[config.mk]
export PLATFORM = sky130hd
export DESIGN_NAME = interrupt_controller_flat
export DESIGN_NICKNAME = d
export VERILOG_FILES = /design/src/rtl/interrupt_controller_if.sv /design/src/rtl/interrupt_controller.sv /design/src/flat_wrapper.sv
export SDC_FILE = /design/constraint.sdc
export NUM_CORES = 1
export LEC_CHECK = 0
export CELL_PAD_IN_SITES_DETAIL_PLACEMENT = 0
export CELL_PAD_IN_SITES_GLOBAL_PLACEMENT = 2
export CORE_MARGIN = 1.5
export CORE_UTILIZATION = 30
export CTS_BUF_LIST = sky130_fd_sc_hd__clkbuf_4 sky130_fd_sc_hd__clkbuf_8
export DETAILED_ROUTE_END_ITERATION = 12
export HOLD_SLACK_MARGIN = 0.08
export PLACE_DENSITY_LB_ADDON = 0.2
export SLEW_MARGIN = 20
export SYNTH_ARGS = -nofsm -noshare
export SYNTH_HDL_FRONTEND = slang
export SYNTH_SLANG_ARGS = --single-unit
[constraint.sdc]
create_clock -name clk -period 1.4 [get_ports clk]
set_input_delay 0.14 -clock clk [delete_from_list [all_inputs] [get_ports clk]]
set_output_delay 0.14 -clock clk [all_outputs]
set_load 0.01 [all_outputs]
[src/rtl/interrupt_controller_if.sv]
// CPU-side interrupt handshake bundle: request lines, mask/enable, ACK/DONE and
// the controller's request, vector, pending and busy indications.
interface interrupt_controller_if #(
    parameter int unsigned NUM_SRC   = 8,
    parameter int unsigned VEC_WIDTH = $clog2(NUM_SRC)
);
    logic [NUM_SRC-1:0]   irq;
    logic [NUM_SRC-1:0]   mask;
    logic                 int_en;
    logic                 int_ack;
    logic                 int_done;
    logic                 intr;
    logic [VEC_WIDTH-1:0] vector;
    logic [NUM_SRC-1:0]   pending;
    logic                 busy;

    modport master (
        output irq, mask, int_en, int_ack, int_done,
        input  intr, vector, pending, busy
    );

    modport slave (
        input  irq, mask, int_en, int_ack, int_done,
        output intr, vector, pending, busy
    );
endinterface

[src/rtl/interrupt_controller.sv]
// Non-nesting prioritised interrupt controller: synchronises request lines,
// latches rising edges as pending bits and runs the CPU REQ/ACK/DONE handshake.
module interrupt_controller #(
    parameter int unsigned NUM_SRC     = 8,
    parameter int unsigned SYNC_STAGES = 2
) (
    input  logic                   clk,
    input  logic                   rst_n,
    interrupt_controller_if.slave  bus
);
    localparam int unsigned VEC_WIDTH = $clog2(NUM_SRC);

    typedef enum logic [1:0] {
        IDLE    = 2'd0,
        REQ     = 2'd1,
        SERVICE = 2'd2
    } state_e;

    state_e               state_q;
    logic                 intr_q;
    logic                 busy_q;
    logic [VEC_WIDTH-1:0] vector_q;
    logic [NUM_SRC-1:0]   pending_q;
    logic [NUM_SRC-1:0]   pending_d;
    logic [NUM_SRC-1:0]   sync_q [SYNC_STAGES];
    logic [NUM_SRC-1:0]   prev_q;
    logic [NUM_SRC-1:0]   irq_rise;
    logic [NUM_SRC-1:0]   ack_clr;
    logic [NUM_SRC-1:0]   eligible;
    logic [VEC_WIDTH-1:0] winner;
    logic                 ack_taken;

    // Synchroniser chain plus previous-value register for edge detection.
    // prev resets to 0, so a line high at reset release reads as one edge.
    always_ff @(posedge clk or negedge rst_n) begin
        if (!rst_n) begin
            for (int s = 0; s < int'(SYNC_STAGES); s++) begin
                sync_q[s] <= '0;
            end
            prev_q <= '0;
        end else begin
            sync_q[0] <= bus.irq;
            for (int s = 1; s < int'(SYNC_STAGES); s++) begin
                sync_q[s] <= sync_q[s-1];
            end
            prev_q <= sync_q[SYNC_STAGES-1];
        end
    end

    assign irq_rise  = sync_q[SYNC_STAGES-1] & ~prev_q;
    assign ack_taken = (state_q == REQ) && bus.int_ack;
    assign ack_clr   = ack_taken ? (NUM_SRC'(1) << vector_q) : '0;
    assign eligible  = pending_q & bus.mask;

    // Set wins over clear so an edge coinciding with its own ACK is kept.
    always_comb begin
        pending_d = (pending_q & ~ack_clr) | irq_rise;
    end

    // Lowest eligible index wins.
    always_comb begin
        winner = '0;
        for (int i = int'(NUM_SRC) - 1; i >= 0; i--) begin
            if (eligible[i]) begin
                winner = VEC_WIDTH'(i);
            end
        end
    end

    always_ff @(posedge clk or negedge rst_n) begin
        if (!rst_n) begin
            pending_q <= '0;
        end else begin
            pending_q <= pending_d;
        end
    end

    // Handshake FSM; VECTOR only changes on IDLE->REQ so it stays stable
    // through the request and the whole service period.
    always_ff @(posedge clk or negedge rst_n) begin
        if (!rst_n) begin
            state_q  <= IDLE;
            intr_q   <= 1'b0;
            busy_q   <= 1'b0;
            vector_q <= '0;
        end else begin
            case (state_q)
                IDLE: begin
                    if (bus.int_en && (|eligible)) begin
                        state_q  <= REQ;
                        intr_q   <= 1'b1;
                        vector_q <= winner;
                    end
                end
                REQ: begin
                    if (bus.int_ack) begin
                        state_q <= SERVICE;
                        intr_q  <= 1'b0;
                        busy_q  <= 1'b1;
                    end else if (!bus.int_en || !eligible[vector_q]) begin
                        state_q <= IDLE;
                        intr_q  <= 1'b0;
                    end
                end
                SERVICE: begin
                    if (bus.int_done) begin
                        state_q <= IDLE;
                        busy_q  <= 1'b0;
                    end
                end
                default: begin
                    state_q <= IDLE;
                    intr_q  <= 1'b0;
                    busy_q  <= 1'b0;
                end
            endcase
        end
    end

    assign bus.intr    = intr_q;
    assign bus.busy    = busy_q;
    assign bus.vector  = vector_q;
    assign bus.pending = pending_q;
endmodule

[src/flat_wrapper.sv]
// flat-port wrapper written by rule: the top's interface ports become plain ports
module interrupt_controller_flat 
#(
    parameter int unsigned NUM_SRC     = 8,
    parameter int unsigned SYNC_STAGES = 2
)
  (clk, rst_n, bus_irq, bus_mask, bus_int_en, bus_int_ack, bus_int_done, bus_intr, bus_vector, bus_pending, bus_busy);
  interrupt_controller_if #(.NUM_SRC(NUM_SRC)) bus_i ();
  input  logic clk;
  input  logic rst_n;
  input wire logic [$bits(bus_i.irq)-1:0] bus_irq;
  input wire logic [$bits(bus_i.mask)-1:0] bus_mask;
  input wire logic [$bits(bus_i.int_en)-1:0] bus_int_en;
  input wire logic [$bits(bus_i.int_ack)-1:0] bus_int_ack;
  input wire logic [$bits(bus_i.int_done)-1:0] bus_int_done;
  output wire logic [$bits(bus_i.intr)-1:0] bus_intr;
  output wire logic [$bits(bus_i.vector)-1:0] bus_vector;
  output wire logic [$bits(bus_i.pending)-1:0] bus_pending;
  output wire logic [$bits(bus_i.busy)-1:0] bus_busy;
  assign bus_i.irq = bus_irq;
  assign bus_i.mask = bus_mask;
  assign bus_i.int_en = bus_int_en;
  assign bus_i.int_ack = bus_int_ack;
  assign bus_i.int_done = bus_int_done;
  assign bus_intr = bus_i.intr;
  assign bus_vector = bus_i.vector;
  assign bus_pending = bus_i.pending;
  assign bus_busy = bus_i.busy;
  interrupt_controller #(.NUM_SRC(NUM_SRC), .SYNC_STAGES(SYNC_STAGES)) u_core (.clk(clk), .rst_n(rst_n), .bus(bus_i));
endmodule
# == Word level (Yosys, flattened, before mapping) ==
# Cells that the tools add are included.
# totals
register_bits,39
inputBits,21
output_inout_bits,13
word_cells,58
# op_classes
n_lt_le_gt_ge,1
n_eq_ne,6
shift,1
n_mux,23
bitwise,8
reduce_logical,11
# ops
operator,count
8-bit bitwise AND,3
3-bit 2-to-1 mux,8
8-bit NOT,2
3-bit AND reduction,3
2-bit 2-to-1 mux,4
8-bit 2-to-1 mux,1
8-bit OR,1
8-bit OR reduction,1
"1-bit by 3-bit << shifter with 8-bit output, first input constant",1
1-bit 2-to-1 mux,6
1-bit case mux with 3 select lines,2
2-bit case mux with 3 select lines,1
"3-bit by 4-bit < comparator with 1-bit output, second input constant",1
"2-bit != test, second input constant",2
1-bit binary-select mux with 3-bit select,1
"3-bit != test, second input constant",1
"2-bit by 1-bit == test with 1-bit output, second input constant",1
"2-bit == test, second input constant",1
1-bit logical AND,2
1-bit logical NOT,2
2-bit logical NOT,1
"2-bit by 1-bit != test with 1-bit output, second input constant",1
1-bit NOT,2
2-bit AND reduction,1
1-bit logical OR,1

# == Depth between registers and ports, before layout ==
# depth
depth_word,9
mapped_depth,5
mapped_depth_nobuf,4

# == Worst setup path before layout ==
# OpenSTA, ideal clock, no wires.
# synth_path
kind,flip-flop to flip-flop
start,reg u_core.vector_q[0] (netlist: u_core.bus.vector[0])
end,reg u_core.intr_q (netlist: u_core.bus.intr)
setup_ps,82
t_arrival_ps,1352
t_required_ps,1318
setup_slack_ps,-34
stages_incl_launch_ff,5
n_path_buf,1
period_less_slack_ps,1434
cell_sequence,dfrtp_1 > buf_6 > mux4_2 > o22a_1 > a22oi_2
# synth_between
elab_chain_cells,6
# synth_rtl
item,line,text
from (decl),interrupt_controller.sv:22,logic [VEC_WIDTH-1:0] vector_q;
from (signal assigned),interrupt_controller.sv:92,vector_q <= winner;
1-bit binary-select mux with 3-bit select,interrupt_controller.sv:100,end else if (!bus.int_en || !eligible[vector_q]) begin
1-bit 2-to-1 mux (implied by the code),interrupt_controller.sv:100,
1-bit logical NOT,interrupt_controller.sv:100,
1-bit logical OR,interrupt_controller.sv:100,
3-bit != test (no line),--,
3-bit AND reduction (no line),--,
to (signal assigned),interrupt_controller.sv:98,intr_q <= 1'b0;
to (signal assigned),interrupt_controller.sv:102,intr_q <= 1'b0;
to (signal assigned),interrupt_controller.sv:113,intr_q <= 1'b0;
to (decl),interrupt_controller.sv:20,logic intr_q;
# Every way passes these cells. The select of a mux whose other input is x is not followed.
# A chain may end at the register's enable or synchronous reset.

# == Worst setup path in the final report ==
# layout_path
start,reg u_core.pending_q[7] (netlist: u_core.bus.pending[7])
end,reg u_core.intr_q (netlist: u_core.bus.intr)
# layout_between
elab_chain_cells,7
word_cells_on_any_way,10
classes_between,eq/ne (2); mux (2); bitwise (1); reduce/logical (5)
# layout_rtl
item,line,text
from (decl),interrupt_controller.sv:23,logic [NUM_SRC-1:0] pending_q;
from (signal assigned),interrupt_controller.sv:74,pending_q <= pending_d;
8-bit bitwise AND *,interrupt_controller.sv:53,assign eligible = pending_q & bus.mask;
1-bit binary-select mux with 3-bit select,interrupt_controller.sv:100,
1-bit 2-to-1 mux (implied by the code),interrupt_controller.sv:100,
1-bit logical NOT,interrupt_controller.sv:100,
1-bit logical OR,interrupt_controller.sv:100,
3-bit != test (no line),--,
3-bit AND reduction (no line) *,--,
# Mark *: on every way between the ends. The rest lies on a longest branch, timed or not. The select of a mux whose other input is x is not followed.

==> flow_metrics.tcl <==
set metrics [dict create \
    status "finished, violations left" \
    violations "setup timing" \
    firstDrtPassIters 4 \
    max_slew_margin_pct 70.0 \
    cts_tree "yes" \
    fmaxAchievable_ghz 0.712 \
    layout_setup_ws_ns -0.00449 \
    worstHoldStart "bus_irq[0]" \
    ys_seq_elements 39 \
    powerDensity_nw_per_um2 1580 \
    clkLatencyLatePin_ns 0.28 \
    min_period_ns 1.40 \
    r2r_cells 5 \
    ir_worst_vdd_v 0.000741 \
    clock_tree.root_cell "clkbuf_8" \
    synth_cell_types 26 \
    regArea_um2 978 \
    clkTransAtPathRegs_ns 0.08 \
    grt_setup_unrepaired "true" \
    mappedNetlistArea_um2 1450 \
    cts.path.max_buffers 2 \
    r2r-start "u_core.bus.pending[7]" \
    avgRoutedWirePerCell_um 13.7 \
    syn_area_per_cell_um2 12.5 \
    fin_crit_sh_pct 100 \
    r2r_setup_slack_ns -0.004 \
    first_global_vias 1142 \
    crit_fanout 3 \
    yosysWarnings 0 \
    timing.rr.end "u_core.bus.intr" \
    cp-start-kind "register" \
    synthesis.instances 116 \
    hp-class "in -> reg" \
    grt_max_degree 23 \
    worst_ep_arrival_time_ns 1.62 \
    ys_seq_area_share_pct 67.4 \
    syn_to_final_growth_pct 53.2 \
    cts_buffers 5 \
    antenna_found_initial 0 \
    multiInputGateArea_um2 455 \
    vias 1117 \
    final_max_slew_viol_count 0 \
    drt_iter0_markers 31 \
    final_nets 207 \
    start_util_pct 30.9 \
    crit_type "reg -> reg" \
    globalplace.congestion 0.776 \
    place_hpwl_mm 2.33 \
    drive_gt1_share_pct 29.4 \
    hold_depth 1 \
    synth_nets 137 \
    fill_cells 428 \
    grt_usage_pct 13.8 \
    fin_util_pct 47.3 \
    die_y_um 72.5 \
    pre_cts_slack_ns -0.200 \
    gr-total-overflow 0 \
    postRouteWirelength_mm 3.30 \
    via_per_inst 4.63 \
    ios 34 \
    worstPathRequired_ns 1.61 \
    num_antenna_cells 0 \
    tightest_slew_ns 0.451 \
    portBuffers 33 \
    fin_skew_ns 0.0102 \
    grt_pass1_wl_mm 5.34 \
    die_w_um 72.5 \
    drv_cap 0 \
    hold_viol 0 \
    setup_violations 1 \
    dieArea_um2 5250 \
    cts_max_level 2 \
    leakage_uw 0.000955 \
    antenna_left 0 \
    core_um2 4690 \
    clock_sink_count 39 \
    drc 0 \
    cp-end-kind "register" \
    rows 25 \
    hold_end "u_core.sync_q[8]" \
]
## report_power, final
| group | leakage [uW] | internal [uW] | switching [uW] |
|---|---|---|---|
| registers | 0.000435 | 1300 | 114 |
| logic | 0.000471 | 750 | 556 |
| clock network | 0.0000491 | 389 | 383 |
| total | 0.000955 | 2440 | 1050 |
## routing by layer
layer / vias to the layer above / GRT usage [%] / wire, um
met4: 0 / 6.50 / 68
met3: 6 / 4.72 / 192
met2: 35 / 22.9 / 1640
met1: 523 / 15.9 / 1390
li1: 553 / - / -
met5: - / 0 / 0
## timing repair
item | 4_1_cts | 5_1_grt
gates resized for setup | 6 | 13
endpoints found under the hold margin | 17 | 0
buffers inserted | 13 | 2
endpoints found under the setup margin | 11 | 6
hold buffers | 1 | 0
## final cells by class
cell class              count  share of cell area [%]
repair buffers             65                    26.6
multi-input cells          65                    20.5
inverters                  10                    1.69
flip-flops and latches     39                    44.1
clock buffers               7                    3.78
well taps                  54                    3.05
clock inverters             1                   0.226
## layout by cell type, fill, tap and decap left out
cell type	instances
nand4_1	2
and4_1	1
clkinv_2	1
a21bo_2	1
o21ai_0	5
o22a_1	1
a22oi_1	1
a222oi_1	1
clkdlybuf4s50_1	27
o31ai_1	2
nand2b_1	4
a22oi_2	4
nor2_1	1
nor3b_2	1
dfrtp_2	2
nand4bb_1	1
dlygate4sd2_1	4
dlymetal6s2s_1	1
nand2_2	3
buf_6	3
o21ai_1	12
dlygate4sd3_1	1
nand2_1	10
nand4b_1	3
nand3b_1	1
nor4bb_2	1
a32o_1	2
or2_4	1
buf_4	27
clkbuf_8	5
dfrtp_1	37
mux4_2	1
clkbuf_4	2
inv_1	10
o31ai_2	1
a21oi_1	5
buf_12	1
buf_2	1
## flip-flops by register name, summed over array words and instances (netlist names)
| name | count |
|---|---|
| u_core.sync_q | 16 |
| u_core.state_q | 2 |
| u_core.prev_q | 8 |
| u_core.bus.busy | 1 |
| u_core.bus.vector | 3 |
| u_core.bus.intr | 1 |
| u_core.bus.pending | 8 |
## critical path: stages (launching register included)
cell and delay [ns]:
dfrtp_1 0.37, buf_6 0.11, nand2_2 0.04, mux4_2 0.46, o22a_1 0.23, a22oi_2 0.12
## kinds of logic (layout without fill, tap and decap cells)
logic type	Yosys count	after routing	share of synthesized area, %
AOI/OAI and AO/OA	35	35	15.5
buffers and inverters	12	83	3.63
DFF	39	39	67.4
muxes	1	1	1.56
and+or+nand+nor	29	29	11.9
## cell usage after synthesis
library cell   n  area (um2)
o21ai_0        5        25.0
a21oi_1        5        25.0
nand4b_1       3        26.3
o22a_1         1        8.76
inv_1         10        37.5
nor3b_2        1        12.5
nand2_1       13        48.8
and4_1         1        8.76
a32o_1         2        20.0
nand3b_1       1        7.51
a21bo_2        1        10.0
nand4_1        2        12.5
o21ai_1       12        60.1
a22oi_2        1        12.5
nand2b_1       4        25.0
dfrtp_1       39         976
a22oi_1        4        30.0
buf_6          1        11.3
a222oi_1       1        10.0
or2_1          1        6.26
clkbuf_1       1        3.75
nor4bb_1       1        10.0
mux4_2         1        22.5
nor2_1         1        3.75
o31ai_1        3        22.5
nand4bb_1      1        11.3
## worst max-delay path by stage
| stage | from | to | depth (start not counted) |
|---|---|---|---|
| finish | u_core.bus.pending[7] | u_core.bus.intr | 5 |
| global route | u_core.bus.pending[7] | u_core.bus.intr | 5 |
| CTS | u_core.bus.pending[7] | u_core.bus.intr | 5 |
| detailed placement | bus_mask[6] | u_core.bus.intr | 5 |
| global placement | bus_mask[5] | u_core.bus.vector[0] | 6 |
| floorplan | u_core.bus.vector[0] | u_core.bus.intr | 4 |
## per-stage QoR
step                std cells  total power [uW]  hold WS (ns)  setup TNS [ns]  instance area, um2
floorplan                 116              1950        -0.156         -0.0207                1450
global placement          217              2520         0.102          -0.753                1960
detailed placement        217              2540         0.121          -0.807                1960
CTS                       239              3470         0.274         -0.0156                2150
global route              241              3710         0.276          -0.107                2220
finish                    241              3490         0.284        -0.00449                2220
Power figures use the tool's default switching activity.
